$ cat src/rtl/spi_xfer_arbiter.sv
// spi_xfer_arbiter: shares one SPI master between NREQ requesters.
// Grants one requester at a time, drives the master's start pulse and
// operands, times the transfer with a fixed cycle budget and returns the
// captured read byte to the owner as a one-cycle response pulse.
// Build option: define SPI_ARB_FIXED_PRIO_EN for fixed priority (lowest
// index wins); otherwise round-robin arbitration is used.
module spi_xfer_arbiter #(
    parameter int NREQ      = 3,
    parameter int HDR       = 2,
    parameter int ADDR      = 7,
    parameter int DATA      = 8,
    parameter int START_CYC = 12,
    parameter int XFER_CYC  = 256
) (
    input  logic                 clk,
    input  logic                 reset,
    input  logic [NREQ-1:0]      req_valid_i,
    output logic [NREQ-1:0]      req_ready_o,
    input  logic [NREQ*HDR-1:0]  req_hdr_i,
    input  logic [NREQ*ADDR-1:0] req_addr_i,
    input  logic [NREQ*DATA-1:0] req_wdata_i,
    input  logic [NREQ*2-1:0]    req_sel_i,
    output logic [NREQ-1:0]      rsp_valid_o,
    output logic [DATA-1:0]      rsp_data_o,
    output logic                 busy_o,
    output logic                 m_start_o,
    output logic [1:0]           m_slaveselect_o,
    output logic [HDR-1:0]       m_header_o,
    output logic [ADDR-1:0]      m_addr_o,
    output logic [DATA-1:0]      m_wdata_o,
    input  logic [DATA-1:0]      m_rdata_i
);

    localparam int IW = (NREQ > 1) ? $clog2(NREQ) : 1;

    typedef enum logic [1:0] {
        ST_IDLE,
        ST_START,
        ST_WAIT,
        ST_RESP
    } state_t;

    state_t           state_q;
    logic [15:0]      cnt_q;
    logic [IW-1:0]    owner_q;
    logic [NREQ-1:0]  rsp_valid_q;
    logic [DATA-1:0]  rsp_data_q;
    logic             m_start_q;
    logic [1:0]       m_sel_q;
    logic [HDR-1:0]   m_hdr_q;
    logic [ADDR-1:0]  m_addr_q;
    logic [DATA-1:0]  m_wdata_q;

    logic             grant_found;
    logic [IW-1:0]    grant_idx;

    // Per-requester views of the packed operand buses
    logic [HDR-1:0]   hdr_a   [NREQ];
    logic [ADDR-1:0]  addr_a  [NREQ];
    logic [DATA-1:0]  wdata_a [NREQ];
    logic [1:0]       sel_a   [NREQ];

    genvar gi;
    generate
        for (gi = 0; gi < NREQ; gi++) begin : g_unpack
            assign hdr_a[gi]   = req_hdr_i[gi*HDR +: HDR];
            assign addr_a[gi]  = req_addr_i[gi*ADDR +: ADDR];
            assign wdata_a[gi] = req_wdata_i[gi*DATA +: DATA];
            assign sel_a[gi]   = req_sel_i[gi*2 +: 2];
        end
    endgenerate

`ifdef SPI_ARB_FIXED_PRIO_EN
    // Fixed priority: scan from the top so the lowest pending index wins last
    always_comb begin
        grant_found = 1'b0;
        grant_idx   = '0;
        for (int k = NREQ - 1; k >= 0; k--) begin
            if (req_valid_i[IW'(k)]) begin
                grant_found = 1'b1;
                grant_idx   = IW'(k);
            end
        end
    end
`else
    logic [IW-1:0] last_owner_q;
    int            cand;
    logic [IW-1:0] cand_idx;

    // Round-robin: first pending requester after the previous owner wins
    always_comb begin
        grant_found = 1'b0;
        grant_idx   = '0;
        cand        = 0;
        cand_idx    = '0;
        for (int k = 0; k < NREQ; k++) begin
            cand     = (int'(last_owner_q) + 1 + k) % NREQ;
            cand_idx = IW'(cand);
            if (!grant_found && req_valid_i[cand_idx]) begin
                grant_found = 1'b1;
                grant_idx   = cand_idx;
            end
        end
    end

    // Remember the owner of the most recent accept for the next search
    always_ff @(posedge clk or posedge reset) begin
        if (reset) begin
            last_owner_q <= IW'(NREQ - 1);
        end else if (state_q == ST_IDLE && grant_found) begin
            last_owner_q <= grant_idx;
        end
    end
`endif

    // Accept is offered combinationally in IDLE only, and never while in reset
    always_comb begin
        req_ready_o = '0;
        if (!reset && state_q == ST_IDLE && grant_found) begin
            req_ready_o[grant_idx] = 1'b1;
        end
    end

    // Transaction FSM: accept, hold start, wait out the transfer, respond
    always_ff @(posedge clk or posedge reset) begin
        if (reset) begin
            state_q     <= ST_IDLE;
            cnt_q       <= '0;
            owner_q     <= '0;
            rsp_valid_q <= '0;
            rsp_data_q  <= '0;
            m_start_q   <= 1'b0;
            m_sel_q     <= '0;
            m_hdr_q     <= '0;
            m_addr_q    <= '0;
            m_wdata_q   <= '0;
        end else begin
            rsp_valid_q <= '0;
            case (state_q)
                ST_IDLE: begin
                    if (grant_found) begin
                        m_hdr_q   <= hdr_a[grant_idx];
                        m_addr_q  <= addr_a[grant_idx];
                        m_wdata_q <= wdata_a[grant_idx];
                        m_sel_q   <= sel_a[grant_idx];
                        owner_q   <= grant_idx;
                        cnt_q     <= 16'(START_CYC - 1);
                        m_start_q <= 1'b1;
                        state_q   <= ST_START;
                    end
                end
                ST_START: begin
                    if (cnt_q == 16'd0) begin
                        cnt_q     <= 16'(XFER_CYC - 1);
                        m_start_q <= 1'b0;
                        state_q   <= ST_WAIT;
                    end else begin
                        cnt_q <= cnt_q - 16'd1;
                    end
                end
                ST_WAIT: begin
                    if (cnt_q == 16'd0) begin
                        rsp_data_q           <= m_rdata_i;
                        rsp_valid_q[owner_q] <= 1'b1;
                        state_q              <= ST_RESP;
                    end else begin
                        cnt_q <= cnt_q - 16'd1;
                    end
                end
                ST_RESP: begin
                    state_q <= ST_IDLE;
                end
                default: begin
                    state_q <= ST_IDLE;
                end
            endcase
        end
    end

    assign busy_o          = (state_q != ST_IDLE);
    assign rsp_valid_o     = rsp_valid_q;
    assign rsp_data_o      = rsp_data_q;
    assign m_start_o       = m_start_q;
    assign m_slaveselect_o = m_sel_q;
    assign m_header_o      = m_hdr_q;
    assign m_addr_o        = m_addr_q;
    assign m_wdata_o       = m_wdata_q;

endmodule

$ cat config.mk
export PLATFORM = sky130hd
export DESIGN_NAME = spi_xfer_arbiter
export DESIGN_NICKNAME = d
export VERILOG_FILES = /design/src/rtl/spi_xfer_arbiter.sv
export SDC_FILE = /design/constraint.sdc
export NUM_CORES = 1
export LEC_CHECK = 0
export BUFFER_PORTS_ARGS = -buffer_cell sky130_fd_sc_hd__buf_2
export CORE_MARGIN = 8
export CORE_UTILIZATION = 45
export DETAILED_ROUTE_END_ITERATION = 8
export GPL_TIMING_DRIVEN = 0
export HOLD_SLACK_MARGIN = 0.15
export PLACE_DENSITY = 0.74
export SETUP_SLACK_MARGIN = 0.3
export SLEW_MARGIN = 10
export SYNTH_ARGS = -nofsm -noshare
export SYNTH_HDL_FRONTEND = slang
export SYNTH_SLANG_ARGS = --single-unit
$ cat constraint.sdc
create_clock -name clk -period 2.2 [get_ports clk]
set_input_delay 0.44 -clock clk [delete_from_list [all_inputs] [get_ports clk]]
set_output_delay 0.44 -clock clk [all_outputs]
set_load 0.05 [all_outputs]
; ---- Word level (Yosys, flattened, before mapping)
; Index checks and enable logic that the tools add are counted.
[word_totals]
regBits = 53
in_bits = 70
output_inout_bits = 35
wordCells = 96
[op_classes]
n_addsub = 4
div_mod_pow = 3
order_cmp = 8
n_eq_ne = 7
mux = 42
bitwise_logic = 1
reduce_logical = 20
[ops]
columns = cell, n
row1 = $mod 32x3->32 const B, 3
row2 = $mux 16, 3
row3 = $pmux 16 s3, 1
row4 = $add 32x2->32 const B, 1
row5 = $mux 2, 10
row6 = $bmux 8 s2, 1
row7 = $logic_not 16->1, 1
row8 = $mux 8, 2
row9 = $sub 16x1->16 const B, 1
row10 = $lt 2x3->1 const B, 5
row11 = $bmux 7 s2, 1
row12 = $mux 7, 2
row13 = $mux 1, 10
row14 = $mux 3, 3
row15 = $reduce_and 3->1, 3
row16 = $bmux 2 s2, 2
row17 = $ne 2x2->1 const B, 4
row18 = $pmux 2 s4, 1
row19 = $logic_and 1x1->1, 7
row20 = $bmux 1 s2, 3
row21 = $add 3x2->4 const B, 1
row22 = $demux 1 s2, 2
row23 = $eq 2x2->1 const B, 2
row24 = $ge 2x1->1 const B, 2
row25 = other kinds (10), 14

; ---- Logic depth before layout (Yosys ltp)
; Gate-level depths: netlist of the first run.
[logic_depth]
word_depth = 16
mapped_depth = 9
mapped_depth_nobuf = 7

; ---- Worst setup path before layout of the first run
; No wires, ideal clock.
[synth_path]
path_type = reg2out
from = register last_owner_q[1]
to = output req_ready_o[0]
arrival_time_ps = 3127
required_ps = 1760
setup_slack_ps = -1367
path_stages_with_launch = 8
n_path_buf = 1
cell_sequence = dfstp_2 > inv_1 > ha_1 > or2_2 > a31o_2 > and2_1 > clkbuf_1 > nor4_1
[synth_between]
elab_chain_len = 16
elab_cells_between_ends = 29
classes_between = 3 x add/sub / 3 x div / 2 x order compare / 15 x mux / 6 x reduce/logical
[synth_rtl]
columns = element, line
row1 = start: declaration, 86  ; logic [IW-1:0] last_owner_q;
row2 = start signal: assignment, 109  ; last_owner_q <= IW'(NREQ - 1);
row3 = start signal: assignment, 111  ; last_owner_q <= grant_idx;
row4 = $add 2x1->3 *, 97  ; cand = (int'(last_owner_q) + 1 + k) % NREQ;
row5 = "parallel branches: the longest is 14 deep, another holds $add 32x2->32", --
row6 = $mux 3 *, 119  ; if (!reset && state_q == ST_IDLE && grant_found) begin
row7 = end: declaration, 18  ; output logic [NREQ-1:0] req_ready_o,
; Every way passes the cells marked *. The select of a mux whose other input is x is not followed.

; ---- Final worst setup path of the first run
; Ends and elaborated chain as after synthesis.

==> impl_metrics.env, run 1 <==
export IMPL_place_inst=482
export IMPL_dp_hpwl_um=6368
export IMPL_p_per_area_nw_per_um2=1748
export IMPL_firstDrtPassIters=4
export IMPL_slew_headroom=0.6158
export IMPL_grt_pass1_vias=3451
export IMPL_setup_slack_ns=-0.5829
export IMPL_die_h_um=95.94
export IMPL_grt_busiest_layer="met2"
export IMPL_met2_usage=0.4023
export IMPL_peakVddDrop_uv=1145
export IMPL_cts_max_level=2
export IMPL_postSynthAreaPerCell_um2=9.584
export IMPL_drtIter0Drc=212
export IMPL_grt_max_degree=29
export IMPL_period_needed_ns=2.783
export IMPL_synth_seq_cells=52
export IMPL_min_path_type="primary input to async pin"
export IMPL_finalSetupViolations=38
export IMPL_place_congestion=0.8346
export IMPL_std_cell_rows=29
export IMPL_outcome="complete, but fails checks"
export IMPL_cts_max_path_buffers=2
export IMPL_grt_overflow_total=0
export IMPL_slew_violations=0
export IMPL_layout_cells_non_filler=534
export IMPL_tightestPinTransition_ns=0.5684
export IMPL_multiInputGateArea_um2=2067
export IMPL_total_power_mw=8.422
export IMPL_vias_per_cell=6.245
export IMPL_clk_pin_slew_ns=0.10
export IMPL_portBuffers=104
export IMPL_met3_usage=0.04602
export IMPL_root_buffer="clkbuf_8"
export IMPL_p_leak_nw=2.165
export IMPL_wl_um=11720
export IMPL_vias=3335
export IMPL_antenna_cells=0
export IMPL_layout_area_overhead_vs_synth_pct=67.54
export IMPL_antenna_found_initial=0
export IMPL_synthCells=300
export IMPL_met1_usage=0.2638
export IMPL_clock_latency_ns=0.32
export IMPL_rsz0062_at_grt="true"
export IMPL_crit_required_ns=1.76
export IMPL_max_freq_mhz=359.3
export IMPL_yosys_cell_types_count=45
export IMPL_die_w_um=95.94
export IMPL_layout_drive_gt1_share=0.6018
export IMPL_nFillCells=388
export IMPL_ctsHoldBuffers=0
export IMPL_synthesis_area_um2=2875
export IMPL_grt_pass1_wl_um=16710
export IMPL_grtUsageTotal=0.2304
export IMPL_skew_ns=0.01257
export IMPL_synthesis_nets=378
export IMPL_cp_start_kind="flop"
export IMPL_post_route_period_util=1.265
export IMPL_clock_sinks=52
export IMPL_ant_nets=0
export IMPL_wl_per_cell_um=21.95
export IMPL_coreArea_um2=6277
export IMPL_cp_end_kind="output pin"
export IMPL_cp_max_fo=6
export IMPL_violations="negative setup slack"
export IMPL_die_area_um2=9204
export IMPL_tritoncts="yes"
export IMPL_final_hold_violation_count=0
export IMPL_regArea_um2=1305
export IMPL_numCtsBuffers=5
export IMPL_fin_nets=534
export IMPL_start_util=0.4580
export IMPL_ios=105
export IMPL_finalHoldWorstSlack_ns=0.2603
export IMPL_yosysWarningCount=0
export IMPL_postLayoutCoreUtil=0.7674
export IMPL_crit_type="flop to output pin"
export IMPL_crit_arrival_ns=2.34
export IMPL_yosysSeqAreaShare=0.4530
export IMPL_remaining_drc_errors=0
export IMPL_maxCapViolations=0
-- power by group --
group | switching, mW | leakage [nW] | internal (mW)
Clock | 0.340 | 0.0510 | 0.252
Combinational | 3.66 | 1.48 | 2.47
Sequential | 0.334 | 0.639 | 1.36
-- registers in the layout, indices dropped and copies added, names as in the netlist --
register and count:
cnt_q 16, m_wdata_o 8, rsp_data_o 8, m_addr_o 7, rsp_valid_o 3, last_owner_q 2
m_header_o 2, m_slaveselect_o 2, state_q 2, m_start_o 1, owner_q 1
-- worst max-delay path: stages, from the launching register on --
cell and delay (ns):
dfstp_2 0.57, buf_4 0.13, ha_4 0.22, o211ai_1 0.27, nand4_1 0.19, clkbuf_8 0.20
nor4_4 0.25, buf_6 0.20
-- worst paths after layout --
path	from	depth (start not counted)	endpoint	slack, ns
setup / recovery	last_owner_q[1]$_DFFE_PP1P_	7	req_ready_o[0]	-0.58
hold / removal	reset	2	m_wdata_o[4]$_DFFE_PP0P_	0.26
setup reg to reg	last_owner_q[1]$_DFFE_PP1P_	12	m_wdata_o[1]$_DFFE_PP0P_	-0.43
hold reg to reg	owner_q[1]$_DFFE_PP0P_	1	rsp_valid_o[1]$_DFF_PP0_	0.49
max in group asynchronous	reset	3	last_owner_q[1]$_DFFE_PP1P_	1.31
min in group clk	m_rdata_i[0]	2	rsp_data_o[0]$_DFFE_PP0P_	0.35
-- Yosys cell counts, drive strengths merged --
cell | instances | area (µm²)
maj3 | 1 | 10.01
and4 | 1 | 8.760
o21a | 1 | 7.510
o21ai | 12 | 60.06
nor3 | 13 | 81.33
o211a | 1 | 10.01
nand3 | 24 | 125.1
nor4b | 1 | 8.760
o21bai | 3 | 22.52
clkbuf | 14 | 52.55
or4 | 11 | 86.33
dfrtp | 51 | 1276
o211ai | 3 | 22.52
a31o | 1 | 8.760
buf | 4 | 32.53
and3 | 1 | 6.260
inv | 10 | 37.54
nand3b | 1 | 7.510
nand2b | 2 | 12.51
a31oi | 2 | 12.51
o22a | 1 | 8.760
nand2 | 8 | 30.03
or2 | 3 | 18.77
nor3b | 3 | 33.78
nand4b | 1 | 8.760
a221oi | 19 | 166.4
nand4 | 1 | 6.260
o31ai | 17 | 127.6
mux2 | 10 | 112.6
nor4 | 2 | 27.53
a21boi | 2 | 15.01
and2 | 2 | 12.51
a21oi | 31 | 155.2
a21o | 1 | 7.510
or3 | 2 | 12.51
nor2 | 31 | 116.4
dfstp | 1 | 26.28
ha | 8 | 100.1
-- cells by family (layout without fill, tap and decap cells) --
family,after synthesis,in the layout,synth area share
and+or+nand+nor,107,107,0.2098
AOI/OAI and AO/OA,94,94,0.2171
DFF,52,52,0.4530
buffers and inverters,28,185,0.04265
muxes,10,10,0.03917
adders and majority gates,9,9,0.03830
-- layer usage --
layer,wire (µm),vias to the layer above,part of all wire
met5,0,-,0
met4,547,0,0.047
met3,684,48,0.058
met2,5997,172,0.51
met1,4492,1668,0.38
li1,-,1447,-
-- cells in the final DEF (no fill, tap or decap), types with 3 or more instances in the layout --
cell,n
o211ai_1,3
buf_2,100
nor3_1,4
clkbuf_2,3
nand3_1,20
inv_2,4
nor3_4,4
a221oi_2,13
nand2_1,5
nor3_2,5
o31ai_4,6
o31ai_1,7
dfrtp_1,49
clkbuf_8,12
or4_1,5
nor2_1,30
buf_6,14
a21oi_1,23
or2_4,3
inv_1,6
o21ai_1,5
o21ai_2,5
o31ai_2,4
buf_8,3
buf_12,5
or4_4,6
buf_4,30
ha_1,5
a221oi_4,6
a21oi_2,8
nand2_2,3
mux2_4,10
-- per-stage QoR --
stage / worst slack, ns / TNS (ns) / cell area [µm²]
finish: -0.5829 / -8.517 / 4817
global route: -0.6434 / -10.83 / 4817
CTS: -0.4478 / -3.357 / 4536
detailed placement: -0.5369 / -9.495 / 3626
global placement: -0.5316 / -24.28 / 3606
floorplan: -0.3709 / -0.9118 / 2989
-- repair_timing --
| action | CTS | global route |
|---|---|---|
| gates resized for setup | 116 | 47 |
| setup buffers | 33 | 7 |
| setup endpoints to repair | 52 | 56 |
| cloned | 3 | 1 |
| pin swaps | 32 | 21 |
-- layout make-up --
| type | instances | area share |
|---|---|---|
| multi-input cells | 220 | 0.4291 |
| clock inverters | 2 | 0.002078 |
| clock buffers | 6 | 0.01714 |
| inverters | 10 | 0.007792 |
| repair buffers | 149 | 0.2078 |
| flip-flops and latches | 52 | 0.2709 |
| plain buffers | 18 | 0.04519 |
| well taps | 77 | 0.02000 |
(Power assumes the default switching activity.)
==> inputs of run 2 (changes only) <==
--- a/config.mk
+++ b/config.mk
@@ -7,13 +7,13 @@
 export LEC_CHECK = 0
 export BUFFER_PORTS_ARGS = -buffer_cell sky130_fd_sc_hd__buf_2
 export CORE_MARGIN = 8
-export CORE_UTILIZATION = 45
+export CORE_UTILIZATION = 50
 export DETAILED_ROUTE_END_ITERATION = 8
 export GPL_TIMING_DRIVEN = 0
 export HOLD_SLACK_MARGIN = 0.15
-export PLACE_DENSITY = 0.74
+export PLACE_DENSITY = 0.78
 export SETUP_SLACK_MARGIN = 0.3
-export SLEW_MARGIN = 10
+export SLEW_MARGIN = 20
 export SYNTH_ARGS = -nofsm -noshare
 export SYNTH_HDL_FRONTEND = slang
 export SYNTH_SLANG_ARGS = --single-unit
==> constraint.sdc (replaced) <==
create_clock -name clk -period 3.45 [get_ports clk]
set_input_delay 0.69 -clock clk [delete_from_list [all_inputs] [get_ports clk]]
set_output_delay 0.69 -clock clk [all_outputs]
set_load 0.05 [all_outputs]
==> impl_metrics.env, run 2 (synthesis gave the netlist of run 1 again) <==
export IMPL_vias_per_cell=5.912
export IMPL_post_route_period_util=0.8804
export IMPL_min_path_type="primary input to async pin"
export IMPL_antenna_found_initial=0
export IMPL_crit_arrival_ns=2.35
export IMPL_grt_max_degree=29
export IMPL_slew_headroom=0.3647
export IMPL_ant_nets=0
export IMPL_r2r_start="last_owner_q[0]$_DFFE_PP0P_"
export IMPL_cp_start_kind="flop"
export IMPL_remaining_drc_errors=0
export IMPL_skew_ns=0.01087
export IMPL_wl_per_cell_um=17.08
export IMPL_portBuffers=104
export IMPL_p_leak_nw=1.732
export IMPL_max_freq_mhz=329.2
export IMPL_clock_latency_ns=0.32
export IMPL_coreArea_um2=5540
export IMPL_die_w_um=91.83
export IMPL_std_cell_rows=27
export IMPL_total_power_mw=3.895
export IMPL_numCtsBuffers=5
export IMPL_clk_pin_slew_ns=0.10
export IMPL_slew_violations=0
export IMPL_p_per_area_nw_per_um2=1061
export IMPL_final_hold_violation_count=0
export IMPL_cp_max_fo=10
export IMPL_start_util=0.5190
export IMPL_grtUsageTotal=0.1937
export IMPL_die_area_um2=8433
export IMPL_cts_max_path_buffers=2
export IMPL_finalSetupViolations=0
export IMPL_rr_endpoint="cnt_q[1]$_DFFE_PP0P_"
export IMPL_top_register="cnt_q"
export IMPL_drtIter0Drc=160
export IMPL_layout_cells_non_filler=489
export IMPL_ctsHoldBuffers=0
export IMPL_place_congestion=0.8452
export IMPL_tightestPinTransition_ns=0.9430
export IMPL_regArea_um2=1303
export IMPL_fin_nets=494
export IMPL_post_place_ws_ns=0.3186
export IMPL_antenna_cells=0
export IMPL_layout_common_cells="105 x buf_2, 51 x dfrtp_1, 31 x nor2_1, 31 x a21oi_1, 23 x nand3_1"
export IMPL_ios=105
export IMPL_place_inst=477
export IMPL_crit_required_ns=2.76
export IMPL_layout_drive_gt1_share=0.3597
export IMPL_crit_type="flop to output pin"
export IMPL_cp_end_kind="output pin"
export IMPL_root_buffer="clkbuf_8"
export IMPL_grt_overflow_total=0
export IMPL_largest_reg_flops=16
export IMPL_cts_max_level=2
export IMPL_reg2regPathDepth=8
export IMPL_tritoncts="yes"
export IMPL_multiInputGateArea_um2=1478
export IMPL_mostFrequentLayoutCell="buf_2"
export IMPL_outcome="complete, no violations"
export IMPL_grt_pass1_wl_um=13630
export IMPL_rrSetupSlack_ns=0.73
export IMPL_maxCapViolations=0
export IMPL_peakVddDrop_uv=565.4
export IMPL_firstDrtPassIters=4
export IMPL_rsz0062_at_grt="true"
export IMPL_vias=2891
export IMPL_wl_um=8353
export IMPL_clock_sinks=52
export IMPL_nFillCells=480
export IMPL_layout_area_overhead_vs_synth_pct=27.72
export IMPL_fin_setup_tns_ns=0
export IMPL_grt_pass1_vias=2877
export IMPL_period_needed_ns=3.037
export IMPL_die_h_um=91.83
export IMPL_dp_hpwl_um=6267
export IMPL_setup_slack_ns=0.4126
run 2: cell count changes in the layout (fill, tap and decap cells not counted), sizes merged:
cell / previous run / this run
buf: 153 / 116
clkbuf: 20 / 18
clkinv: 2 / 1
run 2: timing repair:
action,in CTS,in global routing
hold endpoints to repair,0,0
buffers inserted,1,3
pin swaps,1,0
gates cloned,0,0
gates resized for setup,8,12
setup endpoints to repair,3,3
run 2: critical path, stage by stage (launching register included):
cell and delay, ns:
dfstp_2 0.54, inv_1 0.05, ha_2 0.21, or2_2 0.28, a31o_2 0.25, and2_1 0.20
buf_6 0.16, nor4_4 0.15, buf_6 0.20
run 2: layout make-up:
cell class	count	share of cell area
buffer	18	0.02726
clock buffer	7	0.02078
clock inverter	1	0.002385
inverter	10	0.01022
multi-input combinational	220	0.4024
sequential	52	0.3547
tap	72	0.02453
timing repair buffer	109	0.1578
run 2: stage by stage:
step,hold WS [ns],cell area (µm²),utilization
after floorplan,0.4453,2892,-
after global placement,0.4693,3502,0.6321
after detailed placement,0.4912,3522,0.6357
after CTS,0.4756,3630,0.6551
after global routing,0.5163,3672,0.6628
final,0.4781,3672,0.6628
run 2: how the worst max path moves through the flow:
stage	from	end	slack (ns)
global placement	last_owner_q[0]$_DFFE_PP0P_	req_ready_o[0]	0.41
floorplan	last_owner_q[1]$_DFFE_PP1P_	req_ready_o[0]	0.22
global route	last_owner_q[0]$_DFFE_PP0P_	req_ready_o[1]	0.28
finish	last_owner_q[1]$_DFFE_PP1P_	req_ready_o[0]	0.41
detailed placement	last_owner_q[0]$_DFFE_PP0P_	req_ready_o[0]	0.32
CTS	last_owner_q[0]$_DFFE_PP0P_	req_ready_o[0]	0.28
run 2: power by group:
part | internal [mW] | leakage, nW | switching (mW)
Combinational | 0.802 | 1.05 | 1.69
Clock | 0.145 | 0.0424 | 0.206
Sequential | 0.868 | 0.642 | 0.179
run 2: metal layers:
layer / part of all wire / track usage / wire, µm
met1: 0.42 / 0.2371 / 3519
met2: 0.50 / 0.3163 / 4192
met3: 0.052 / 0.04890 / 436
met4: 0.025 / 0.08456 / 205
met5: 0 / 0 / 0
==> inputs of run 3 (changes only) <==
--- a/config.mk
+++ b/config.mk
@@ -12,6 +12,7 @@
 export GPL_TIMING_DRIVEN = 0
 export HOLD_SLACK_MARGIN = 0.15
 export PLACE_DENSITY = 0.78
+export REMOVE_ABC_BUFFERS = 1
 export SETUP_SLACK_MARGIN = 0.3
 export SLEW_MARGIN = 20
 export SYNTH_ARGS = -nofsm -noshare
==> impl_metrics.env, run 3 (synthesis gave the netlist of run 1 again) <==
export IMPL_place_congestion=0.8122
export IMPL_reg2regPathDepth=8
export IMPL_firstDrtPassIters=4
export IMPL_root_buffer="clkbuf_8"
export IMPL_crit_start="last_owner_q[1]$_DFFE_PP1P_"
export IMPL_grt_overflow_total=0
export IMPL_grt_pass1_wl_um=14190
export IMPL_ant_nets=0
export IMPL_tritoncts="yes"
export IMPL_period_needed_ns=3.107
export IMPL_slew_headroom=0.3188
export IMPL_skew_ns=0.007151
export IMPL_p_per_area_nw_per_um2=1082
export IMPL_final_hold_violation_count=0
export IMPL_ios=105
export IMPL_crit_required_ns=2.76
export IMPL_maxCapViolations=0
export IMPL_std_cell_rows=27
export IMPL_antenna_cells=0
export IMPL_placed_cell_area_um2=3453
export IMPL_finalSetupViolations=0
export IMPL_top_register="cnt_q"
export IMPL_peakVddDrop_uv=558.8
export IMPL_numCtsBuffers=5
export IMPL_grt_pass1_vias=2897
export IMPL_p_leak_nw=1.705
export IMPL_die_w_um=91.83
export IMPL_nFillCells=480
export IMPL_coreArea_um2=5540
export IMPL_outcome="complete, no violations"
export IMPL_tightestPinTransition_ns=1.011
export IMPL_vias_per_cell=6.046
export IMPL_layout_area_overhead_vs_synth_pct=26.54
export IMPL_clock_sinks=52
export IMPL_total_power_mw=3.938
export IMPL_fin_setup_tns_ns=0
export IMPL_setup_slack_ns=0.3435
export IMPL_sw_frac_of_total=0.5423
export IMPL_power_share_clock=0.091
export IMPL_min_path_type="primary input to async pin"
export IMPL_clk_pin_slew_ns=0.10
export IMPL_crit_type="flop to output pin"
export IMPL_slew_violations=0
export IMPL_start_util=0.5190
export IMPL_mostFrequentLayoutCell="buf_2"
export IMPL_wl_um=8831
export IMPL_crit_end="req_ready_o[0]"
export IMPL_fin_nets=480
export IMPL_remaining_drc_errors=0
export IMPL_max_freq_mhz=321.9
export IMPL_r2r_start="last_owner_q[0]$_DFFE_PP0P_"
export IMPL_postLayoutCoreUtil=0.6567
export IMPL_post_route_period_util=0.9004
export IMPL_fin_area_um2=3638
export IMPL_clock_latency_ns=0.32
export IMPL_largest_reg_flops=16
export IMPL_rrSetupSlack_ns=0.67
export IMPL_dp_hpwl_um=5969
export IMPL_cts_max_path_buffers=2
export IMPL_cts_max_level=2
export IMPL_cp_start_kind="flop"
export IMPL_drtIter0Drc=230
export IMPL_antenna_found_initial=0
export IMPL_rr_endpoint="cnt_q[8]$_DFFE_PP0P_"
export IMPL_die_h_um=91.83
export IMPL_grt_max_degree=32
export IMPL_cp_max_fo=21
export IMPL_crit_arrival_ns=2.42
export IMPL_intPower_mw=1.802
export IMPL_post_place_ws_ns=-0.2535
export IMPL_layout_common_cells="101 x buf_2, 51 x dfrtp_1, 31 x a21oi_1"
export IMPL_wl_per_cell_um=18.59
export IMPL_p_comb_frac=0.642
export IMPL_p_switching_mw=2.135
export IMPL_cp_end_kind="output pin"
export IMPL_sequentialPowerShare=0.268
export IMPL_layout_drive_gt1_share=0.3846
export IMPL_vias=2872
export IMPL_portBuffers=104
export IMPL_die_area_um2=8433
export IMPL_rsz0062_at_grt="false"
export IMPL_grtUsageTotal=0.2056
[run 3: per-stage QoR]
step	hold WS, ns	cells
final	0.4163	475
after floorplan	0.4453	282
after global routing	0.4655	475
after CTS	0.4201	474
after detailed placement	0.4733	461
after global placement	0.4849	458
[run 3: area by class of cell]
class	instances	area [µm²]	area share
Tap cell	72	90.09	0.02476
Multi-Input combinational cell	221	1513	0.4157
Clock inverter	3	18.77	0.005158
Inverter	10	37.54	0.01032
Timing Repair Buffer	112	608.1	0.1671
Clock buffer	5	68.82	0.01891
Sequential cell	52	1303	0.3580
[run 3: what timing repair did]
item / in CTS / in global routing
gates resized for setup: 10 / 8
cloned: 1 / 0
hold buffers: 0 / 0
pin swaps: 2 / 1
endpoints found under the setup margin: 3 / 5
setup buffers: 4 / 1
[run 3: worst max-delay path, cell delays in order (launching register included)]
cell,delay [ns]
dfstp_2,0.56
inv_1,0.06
ha_2,0.24
maj3_1,0.41
o21a_4,0.31
nor4_2,0.27
buf_4,0.24
[run 3: power groups by stage]
| stage | registers, mW | clock network [mW] | logic (mW) |
|---|---|---|---|
| 2_1_floorplan | 1.59 | 0 | 1.21 |
| 3_3_place_gp | 1.05 | 0 | 2.28 |
| 3_5_place_dp | 1.06 | 0 | 2.37 |
| 4_1_cts | 1.05 | 0.359 | 2.46 |
| 5_1_grt | 1.09 | 0.377 | 2.74 |
| 6_report | 1.05 | 0.357 | 2.53 |
[run 3: how the worst min path moves through the flow]
stage / startpoint / slack, ns / end
2_1_floorplan: owner_q[1]$_DFFE_PP0P_ / 0.45 / rsp_valid_o[0]$_DFF_PP0_
3_3_place_gp: owner_q[1]$_DFFE_PP0P_ / 0.48 / rsp_valid_o[1]$_DFF_PP0_
3_5_place_dp: owner_q[1]$_DFFE_PP0P_ / 0.47 / rsp_valid_o[1]$_DFF_PP0_
4_1_cts: reset / 0.42 / m_header_o[1]$_DFFE_PP0P_
5_1_grt: reset / 0.47 / m_wdata_o[0]$_DFFE_PP0P_
6_report: reset / 0.42 / m_wdata_o[0]$_DFFE_PP0P_
[run 3: metal layers]
| layer | wire length, µm | vias to the layer above | GRT usage |
|---|---|---|---|
| met4 | 305 | 0 | 0.1020 |
| met3 | 557 | 25 | 0.04971 |
| met1 | 3621 | 1406 | 0.2559 |
| li1 | - | 1343 | - |
| met2 | 4346 | 98 | 0.3271 |
| met5 | 0 | - | 0 |
